--- src/rtl/fwd_hazard_ctrl_if.sv ---
// fwd_hazard_ctrl_if: D-stage instruction fields in, stall/forward selects and stall count out
interface fwd_hazard_ctrl_if;
  logic [4:0] rs_D, rt_D, dst_D;
  logic [1:0] tuse_rs_D, tuse_rt_D, src_D, tnew_D;
  logic we_D, stall;
  logic [3:0] cmp1_sel, cmp2_sel, alua_sel, alub_sel, dmwd_sel;
  logic [15:0] stall_cnt;
  modport master(
    output rs_D, rt_D, dst_D, tuse_rs_D, tuse_rt_D, src_D, tnew_D, we_D,
    input stall, cmp1_sel, cmp2_sel, alua_sel, alub_sel, dmwd_sel, stall_cnt
  );
  modport slave(
    input rs_D, rt_D, dst_D, tuse_rs_D, tuse_rt_D, src_D, tnew_D, we_D,
    output stall, cmp1_sel, cmp2_sel, alua_sel, alub_sel, dmwd_sel, stall_cnt
  );
endinterface

--- src/rtl/fwd_hazard_ctrl.sv ---
// fwd_hazard_ctrl: E/M/W producer scoreboard driving stall and operand-forward selects
module fwd_hazard_ctrl (
  input logic clk,
  input logic reset,
  fwd_hazard_ctrl_if.slave bus
);
  typedef struct packed {
    logic v, we;
    logic [4:0] dst;
    logic [1:0] src, tnew;
    logic [4:0] rs, rt;
  } ent_t;
  ent_t r_e, r_m, r_w, w_d, w_m, w_w;
  logic [15:0] r_cnt;
  logic w_stall, w_unused;
  function automatic logic hit(ent_t x, logic [4:0] r);
    return x.v && x.we && x.dst != 5'd0 && r != 5'd0 && x.dst == r;
  endfunction
  function automatic logic [3:0] sel_m(ent_t x);
    return x.tnew != 2'd0 ? 4'd0 : x.src == 2'd0 ? 4'd1 : x.src == 2'd1 ? 4'd2 : 4'd0;
  endfunction
  function automatic logic [3:0] sel_w(ent_t x);
    return x.src == 2'd0 ? 4'd3 : x.src == 2'd2 ? 4'd4 : x.src == 2'd1 ? 4'd5 : 4'd0;
  endfunction
  function automatic logic [3:0] fwd(ent_t m, ent_t w, logic [4:0] r);
    return hit(m, r) ? sel_m(m) : hit(w, r) ? sel_w(w) : 4'd0;
  endfunction
  // youngest producer decides; E masks M and a not-yet-ready result stalls
  function automatic logic need(ent_t e, ent_t m, logic [4:0] r, logic [1:0] tuse);
    return tuse != 2'd3 && (hit(e, r) ? e.tnew > tuse : hit(m, r) && m.tnew > tuse);
  endfunction
  always_comb begin
    w_d = '{v: 1'b1, we: bus.we_D, dst: bus.dst_D, src: bus.src_D, tnew: bus.tnew_D,
            rs: bus.rs_D, rt: bus.rt_D};
    w_m = r_e;
    w_m.tnew = r_e.tnew == 2'd0 ? 2'd0 : r_e.tnew - 2'd1;
    w_w = r_m;
    w_w.tnew = 2'd0;
  end
  assign w_stall = need(r_e, r_m, bus.rs_D, bus.tuse_rs_D) | need(r_e, r_m, bus.rt_D, bus.tuse_rt_D);
  assign bus.stall = w_stall;
  assign bus.cmp1_sel = hit(r_e, bus.rs_D) ? 4'd0 : fwd(r_m, r_w, bus.rs_D);
  assign bus.cmp2_sel = hit(r_e, bus.rt_D) ? 4'd0 : fwd(r_m, r_w, bus.rt_D);
  assign bus.alua_sel = r_e.v ? fwd(r_m, r_w, r_e.rs) : 4'd0;
  assign bus.alub_sel = r_e.v ? fwd(r_m, r_w, r_e.rt) : 4'd0;
  assign bus.dmwd_sel = r_m.v && hit(r_w, r_m.rt) ? sel_w(r_w) : 4'd0;
  assign bus.stall_cnt = r_cnt;
  assign w_unused = ^{r_w.rs, r_w.rt, r_w.tnew};
  always_ff @(posedge clk) begin
    if (reset) begin
      r_e <= '0;
      r_m <= '0;
      r_w <= '0;
      r_cnt <= '0;
    end else begin
      r_e <= w_stall ? '0 : w_d;
      r_m <= w_m;
      r_w <= w_w;
      r_cnt <= r_cnt + 16'(w_stall && r_cnt != 16'hFFFF);
    end
  end
endmodule

--- src/flat_wrapper.sv ---
// flat-port wrapper written by rule: the top's interface ports become plain ports
module fwd_hazard_ctrl_flat 
  (clk, reset, bus_rs_D, bus_rt_D, bus_dst_D, bus_tuse_rs_D, bus_tuse_rt_D, bus_src_D, bus_tnew_D, bus_we_D, bus_stall, bus_cmp1_sel, bus_cmp2_sel, bus_alua_sel, bus_alub_sel, bus_dmwd_sel, bus_stall_cnt);
  fwd_hazard_ctrl_if bus_i ();
  input logic clk;
  input logic reset;
  input wire logic [$bits(bus_i.rs_D)-1:0] bus_rs_D;
  input wire logic [$bits(bus_i.rt_D)-1:0] bus_rt_D;
  input wire logic [$bits(bus_i.dst_D)-1:0] bus_dst_D;
  input wire logic [$bits(bus_i.tuse_rs_D)-1:0] bus_tuse_rs_D;
  input wire logic [$bits(bus_i.tuse_rt_D)-1:0] bus_tuse_rt_D;
  input wire logic [$bits(bus_i.src_D)-1:0] bus_src_D;
  input wire logic [$bits(bus_i.tnew_D)-1:0] bus_tnew_D;
  input wire logic [$bits(bus_i.we_D)-1:0] bus_we_D;
  output wire logic [$bits(bus_i.stall)-1:0] bus_stall;
  output wire logic [$bits(bus_i.cmp1_sel)-1:0] bus_cmp1_sel;
  output wire logic [$bits(bus_i.cmp2_sel)-1:0] bus_cmp2_sel;
  output wire logic [$bits(bus_i.alua_sel)-1:0] bus_alua_sel;
  output wire logic [$bits(bus_i.alub_sel)-1:0] bus_alub_sel;
  output wire logic [$bits(bus_i.dmwd_sel)-1:0] bus_dmwd_sel;
  output wire logic [$bits(bus_i.stall_cnt)-1:0] bus_stall_cnt;
  assign bus_i.rs_D = bus_rs_D;
  assign bus_i.rt_D = bus_rt_D;
  assign bus_i.dst_D = bus_dst_D;
  assign bus_i.tuse_rs_D = bus_tuse_rs_D;
  assign bus_i.tuse_rt_D = bus_tuse_rt_D;
  assign bus_i.src_D = bus_src_D;
  assign bus_i.tnew_D = bus_tnew_D;
  assign bus_i.we_D = bus_we_D;
  assign bus_stall = bus_i.stall;
  assign bus_cmp1_sel = bus_i.cmp1_sel;
  assign bus_cmp2_sel = bus_i.cmp2_sel;
  assign bus_alua_sel = bus_i.alua_sel;
  assign bus_alub_sel = bus_i.alub_sel;
  assign bus_dmwd_sel = bus_i.dmwd_sel;
  assign bus_stall_cnt = bus_i.stall_cnt;
  fwd_hazard_ctrl u_core (.clk(clk), .reset(reset), .bus(bus_i));
endmodule
--- config.mk ---
export PLATFORM = sky130hd
export DESIGN_NAME = fwd_hazard_ctrl_flat
export DESIGN_NICKNAME = d
export VERILOG_FILES = /design/src/rtl/fwd_hazard_ctrl_if.sv /design/src/rtl/fwd_hazard_ctrl.sv /design/src/flat_wrapper.sv
export SDC_FILE = /design/constraint.sdc
export NUM_CORES = 1
export LEC_CHECK = 0
export ABC_CLOCK_PERIOD_IN_PS = 4500
export BUFFER_PORTS_ARGS = -buffer_cell sky130_fd_sc_hd__buf_2
export CAP_MARGIN = 40
export CORE_MARGIN = 3
export CORE_UTILIZATION = 55
export CTS_CLUSTER_DIAMETER = 80
export DETAILED_ROUTE_END_ITERATION = 7
export PLACE_DENSITY = 0.87
export SLEW_MARGIN = 5
export SYNTH_ARGS = -nofsm -noshare
export SYNTH_HDL_FRONTEND = slang
export SYNTH_SLANG_ARGS = --single-unit
--- constraint.sdc ---
create_clock -name clk -period 4.5 [get_ports clk]
set_input_delay 0.675 -clock clk [delete_from_list [all_inputs] [get_ports clk]]
set_output_delay 0.675 -clock clk [all_outputs]
set_load 0.1 [all_outputs]
# Word level (Yosys, flattened, before mapping)
# Index checks and enable logic that the tools add are counted.
# totals
regBits	62
latchBits	0
ram_bits	0
romBits	0
inputBits	26
output_inout_bits	37
word_cells	112
mem_count	0
# classes
n_addsub	2
mul	0
div	0
magnitude_cmp	4
n_eq_ne	17
n_shift	0
n_mux	22
bitwise_logic	1
n_reduce_logical	48
# ops
op	count
4-bit two-way mux	16
5-bit == test	11
5-bit nonzero test	8
1-bit logical AND	34
21-bit two-way mux	1
16-bit by 1-bit adder with 16-bit output	1
16-bit != test (second input constant)	1
2-bit greater-than comparator	4
2-bit logical NOT	3
3-bit two-way mux	2
2-bit by 1-bit == test with 1-bit output (second input constant)	2
2-bit != test (second input constant)	2
2-bit OR reduction	2
2-bit == test (second input constant)	1
1-bit two-way mux	2
2-bit two-way mux	1
2-bit nonzero test	1
2-bit by 1-bit subtractor with 2-bit output (second input constant)	1
1-bit bitwise OR	1

# Depth between registers and ports, before layout
# depth
ltp_word	10
mapped_depth	14
mapped_depth_nobuf	13

# Worst setup path before layout
# No wires, ideal clock.
# synth_path
path_kind	in2out
from	input port bus_rt_D[0]
to	output port bus_cmp2_sel[1]
arrival_time_ns	3.914
setup_slack_ns	-0.089
stages	5
path_buffers	0
path_cell_list	or4_1 -> o211ai_1 -> nor3_1 -> nand3b_1 -> a21boi_0
# synth_via
elab_chain_cells	6
# synth_rtl
item	line	rtl
start: declaration	flat_wrapper.sv:8	input wire logic [$bits(bus_i.rt_D)-1:0] bus_rt_D;
5-bit nonzero test	fwd_hazard_ctrl.sv:17	return x.v && x.we && x.dst != 5'd0 && r != 5'd0 && x.dst == r;
1-bit logical AND (2 in a row)	fwd_hazard_ctrl.sv:17	
4-bit two-way mux (2 in a row)	fwd_hazard_ctrl.sv:26	return hit(m, r) ? sel_m(m) : hit(w, r) ? sel_w(w) : 4'd0;
4-bit two-way mux (*)	fwd_hazard_ctrl.sv:43	assign bus.cmp2_sel = hit(r_e, bus.rt_D) ? 4'd0 : fwd(r_m, r_w, bus.rt_D);
end: declaration	flat_wrapper.sv:17	output wire logic [$bits(bus_i.cmp2_sel)-1:0] bus_cmp2_sel;
# Mark *: on every way between the ends. The rest lies on a longest branch, timed or not.

# Worst setup path after layout
# layout_path
from	register u_core.r_m[14] (netlist name)
to	output port bus_stall
# layout_via
elab_chain_cells	8
# layout_rtl
item	line	rtl
start: declaration	fwd_hazard_ctrl.sv:13	ent_t r_e, r_m, r_w, w_d, w_m, w_w;
start signal: assignment	fwd_hazard_ctrl.sv:57	r_m <= w_m;
5-bit nonzero test	fwd_hazard_ctrl.sv:17	
1-bit logical AND (3 in a row)	fwd_hazard_ctrl.sv:17	
1-bit logical AND	fwd_hazard_ctrl.sv:30	return tuse != 2'd3 && (hit(e, r) ? e.tnew > tuse : hit(m, r) && m.tnew > tuse);
1-bit two-way mux	fwd_hazard_ctrl.sv:30	
1-bit logical AND	fwd_hazard_ctrl.sv:30	
1-bit bitwise OR (*)	fwd_hazard_ctrl.sv:40	assign w_stall = need(r_e, r_m, bus.rs_D, bus.tuse_rs_D) | need(r_e, r_m, bus.rt_D, bus.tuse_rt_D);
end: declaration	flat_wrapper.sv:15	output wire logic [$bits(bus_i.stall)-1:0] bus_stall;
# Marks and branches as above.

==> impl_results.html <==
<table>
<tr><th>Metric</th><th>Value</th></tr>
<tr><th colspan="2">Cells and area</th></tr>
<tr><td>Area added between synthesis and finish</td><td>12.7%</td></tr>
<tr><td>Post-layout net count</td><td>477</td></tr>
<tr><td>Most used cells in the layout excluding fill and tap cells</td><td>dfxtp_1, xnor2_1, buf_2, nor2b_1, nor2_1</td></tr>
<tr><td>Post-Layout Inst Area</td><td>0.00405 mm^2</td></tr>
<tr><td>Final std cells w/o fill</td><td>516</td></tr>
<tr><td>Core Util, Final</td><td>66.1%</td></tr>
<tr><td>Number of inserted diodes</td><td>0</td></tr>
<tr><td>Share of layout cells above drive strength 1</td><td>22.9%</td></tr>
<tr><td>Most common cell after layout, fill and taps aside</td><td>dfxtp_1</td></tr>
<tr><th colspan="2">Place</th></tr>
<tr><td>PortBufs</td><td>57</td></tr>
<tr><td>Placed cell count</td><td>501</td></tr>
<tr><td>Cell area after placement</td><td>0.00384 mm^2</td></tr>
<tr><td>Routability Congestion</td><td>0.866</td></tr>
<tr><td>Final HPWL from detailed placement</td><td>5.95 mm</td></tr>
<tr><td>Post-placement worst setup slack</td><td>0.790 ns</td></tr>
<tr><th colspan="2">Detailed routing</th></tr>
<tr><td>Avg Vias per Cell</td><td>5.51</td></tr>
<tr><td>Initial DRT Pass Iterations</td><td>5</td></tr>
<tr><td>Via total after detailed routing</td><td>2843</td></tr>
<tr><td>Routed WL per cell</td><td>15.7 um</td></tr>
<tr><td>Post-Route WL</td><td>8.09 mm</td></tr>
<tr><td>Total DRC errors in the routed layout</td><td>0</td></tr>
<tr><td>DRC violation total after the first TritonRoute iteration</td><td>194</td></tr>
<tr><td>Final antenna-violating net count</td><td>0</td></tr>
<tr><th colspan="2">STA</th></tr>
<tr><td>Max frequency</td><td>278 MHz</td></tr>
<tr><td>PnR worst setup slack</td><td>0.898 ns</td></tr>
<tr><td>Number of max-slew violations in the final report</td><td>0</td></tr>
<tr><td>Shortest clock period the worst path allows after layout</td><td>3.60 ns</td></tr>
<tr><td>Worst slew margin relative to its limit</td><td>53.8%</td></tr>
<tr><td>Final count of hold timing violations</td><td>0</td></tr>
<tr><td>Slew at the pin closest to its max-slew limit</td><td>0.693 ns</td></tr>
<tr><td>RSZ-0062 raised after global routing</td><td>false</td></tr>
<tr><td>Worst hold-check slack</td><td>0.433 ns</td></tr>
<tr><td>Setup TNS</td><td>0 ns</td></tr>
<tr><td>Final worst clock skew</td><td>0.0100 ns</td></tr>
<tr><td>Share of the clock period used by the worst path</td><td>80.0%</td></tr>
<tr><td>Setup-failing EPs final</td><td>0</td></tr>
<tr><th colspan="2">Synthesis</th></tr>
<tr><td>Ys flop type</td><td>dfxtp_1</td></tr>
<tr><td>Number of storage elements in the synthesis netlist</td><td>62</td></tr>
<tr><td>Ys async rst share</td><td>0%</td></tr>
<tr><td>Largest cells by area after synthesis</td><td>dfxtp_1, xnor2_1, ha_1</td></tr>
<tr><td>Sequential area share after synthesis</td><td>34.5%</td></tr>
<tr><td>Biggest area consumer among synthesized cells</td><td>dfxtp_1</td></tr>
<tr><td>Distinct cell type count of the synthesized netlist</td><td>46</td></tr>
<tr><td>Synth warn</td><td>0</td></tr>
<tr><td>Area share of the leading cell type in the synthesized netlist</td><td>34.5%</td></tr>
<tr><td>Post-Syn Instances</td><td>391</td></tr>
<tr><td>Mean cell area of the mapped netlist</td><td>9.20 um^2</td></tr>
<tr><td>Post-synth design cell area</td><td>0.00360 mm^2</td></tr>
<tr><td>Post-synth EDFFs</td><td>0</td></tr>
<tr><th colspan="2">Floorplan</th></tr>
<tr><td>Area of the core</td><td>0.00613 mm^2</td></tr>
<tr><td>Starting density of the core</td><td>58.7%</td></tr>
<tr><td>Die Footprint</td><td>0.00755 mm^2</td></tr>
<tr><td>Die height</td><td>86.9 um</td></tr>
<tr><td>Die outline width</td><td>86.9 um</td></tr>
<tr><td>Boundary pin count</td><td>63</td></tr>
<tr><td>Placement Rows</td><td>28</td></tr>
<tr><th colspan="2">Worst setup path</th></tr>
<tr><td>Crit Path Class</td><td>reg -&gt; out</td></tr>
<tr><td>Worst setup EP type</td><td>output port</td></tr>
<tr><td>Max FO, Critical Path</td><td>9</td></tr>
<tr><td>Signal arrival time at the worst endpoint</td><td>2.93 ns</td></tr>
<tr><td>Crit path launch type</td><td>flop</td></tr>
<tr><td>WP data required</td><td>3.83 ns</td></tr>
<tr><td>Worst reg-to-reg path cell count</td><td>11</td></tr>
<tr><th colspan="2">Clocking</th></tr>
<tr><td>Count of hold buffers inserted by post-cts repair</td><td>0</td></tr>
<tr><td>Clock latency on the worst-skew pair</td><td>0.35 ns</td></tr>
<tr><td>TritonCTS sink count</td><td>62</td></tr>
<tr><td>Root cell of the clock tree</td><td>clkbuf_8</td></tr>
<tr><td>Clock-pin slew on the worst setup and hold paths</td><td>0.07 ns</td></tr>
<tr><td>CTS H-tree depth</td><td>3</td></tr>
<tr><td>Post-CTS repair timing setup buffer count</td><td>0</td></tr>
<tr><td>Clock tree from TritonCTS</td><td>done</td></tr>
<tr><td>Post-cts resize count</td><td>0</td></tr>
<tr><td>Number of CTS-inserted buffers</td><td>9</td></tr>
<tr><td>Max Root-Sink Buffers</td><td>2</td></tr>
<tr><th colspan="2">Hold path</th></tr>
<tr><td>Type of the worst min-delay path</td><td>reg -&gt; reg</td></tr>
<tr><td>Worst Hold Path Cells</td><td>1</td></tr>
<tr><th colspan="2">Pwr</th></tr>
<tr><td>Proportion of power drawn by flip-flops and latches</td><td>46.2%</td></tr>
<tr><td>Maximum resistive drop on vdd</td><td>0.231 mV</td></tr>
<tr><td>Power density over cell area</td><td>317 mW/mm^2</td></tr>
<tr><td>Switching power summed over all nets</td><td>0.321 mW</td></tr>
<tr><td>Int Power</td><td>0.963 mW</td></tr>
<tr><td>Power share of the combinational group</td><td>12.2%</td></tr>
<tr><td>Relative contribution of the clock network to total power</td><td>41.6%</td></tr>
<tr><td>Overall Power</td><td>1.28 mW</td></tr>
<tr><td>P_leak</td><td>1.63 nW</td></tr>
<tr><td>Switching part of the total power</td><td>25.0%</td></tr>
<tr><th colspan="2">GRT</th></tr>
<tr><td>Global-route wire length before repair</td><td>13.3 mm</td></tr>
<tr><td>Grt ovf</td><td>0</td></tr>
<tr><td>Tot GR Track Use</td><td>22.9%</td></tr>
<tr><td>Largest net degree at the start of global routing</td><td>63</td></tr>
<tr><td>Via count of the first global-routing pass</td><td>2789</td></tr>
<tr><td>Antenna violations before repair</td><td>0</td></tr>
<tr><th colspan="2">Flow run</th></tr>
<tr><td>Max capacitance violation total</td><td>0</td></tr>
<tr><th colspan="2">Status</th></tr>
<tr><td>Status</td><td>completed</td></tr>
</table>
-- critical path, cell delays in order, from the launching register on --
cell      delay [ns]
dfxtp_1         0.56
or4_4           0.23
o211ai_4        0.10
or4_4           0.61
o31ai_4         0.47
or2_1           0.17
buf_2           0.42
-- Yosys cell counts (all sizes together) (3+ instances only) --
cell type,number
nor2,24
and2,3
buf,16
a21oi,6
inv,21
nand2,22
nor2b,27
o21a,5
xnor2,57
nor3,8
dfxtp,62
nand3,19
nor4b,11
ha,14
or4,14
clkbuf,13
nand4,6
nor4,16
xor2,10
o211ai,5
and3,7
o21ai,4
-- per-layer routing --
metal | track usage [%] | share of wire, %
met2 | 38.0 | 50
met4 | 9.92 | 2.1
met5 | 0 | 0
met1 | 27.4 | 41
met3 | 6.72 | 7.4
-- area by class of cell --
type                       instances  area, um^2
multi-input combinational        283        2120
fill                             488        2080
sequential                        62        1240
timing repair buffer              60         308
clock buffer                      12         145
tap                               75        93.8
inverter                          21        78.8
clock inverter                     3        68.8
-- cells by family (layout without fill, tap and decap cells) --
| family | after synthesis | after routing | share of synthesized area, % |
|---|---|---|---|
| and+or+nand+nor | 168 | 168 | 30.1 |
| xor gates and xnor gates | 67 | 67 | 16.3 |
| DFF | 62 | 62 | 34.5 |
| buffers and inverters | 50 | 96 | 7.44 |
| AOI/OAI and AO/OA | 28 | 28 | 6.26 |
| adders and majority gates | 14 | 14 | 4.87 |
| other | 1 | 5 | 0.104 |
| muxes | 1 | 1 | 0.383 |
-- path summary, 6_finish.rpt --
check	start	to	slack, ns
hold reg to reg	u_core.r_e[10]	u_core.r_m[10]	0.43
setup reg to reg	u_core.r_m[14]	u_core.bus.stall_cnt[15]	1.13
hold / removal	u_core.r_e[10]	u_core.r_m[10]	0.43
setup / recovery	u_core.r_m[14]	bus_stall	0.90
-- sequential cells by signal, summed over array words and instances, names as in the netlist --
signal	cells
u_core.r_e	21
u_core.r_m	16
u_core.bus.stall_cnt	16
u_core.r_w	9
-- power by group through the flow --
stage,combinational [mW],clock [mW],sequential [mW]
after CTS,0.157,0.542,0.593
after global placement,0.148,0,0.604
after detailed placement,0.155,0,0.605
final,0.157,0.534,0.593
after floorplan,0.132,0,0.592
after global routing,0.172,0.570,0.595
Note: power is estimated with default switching activity, not from simulation.
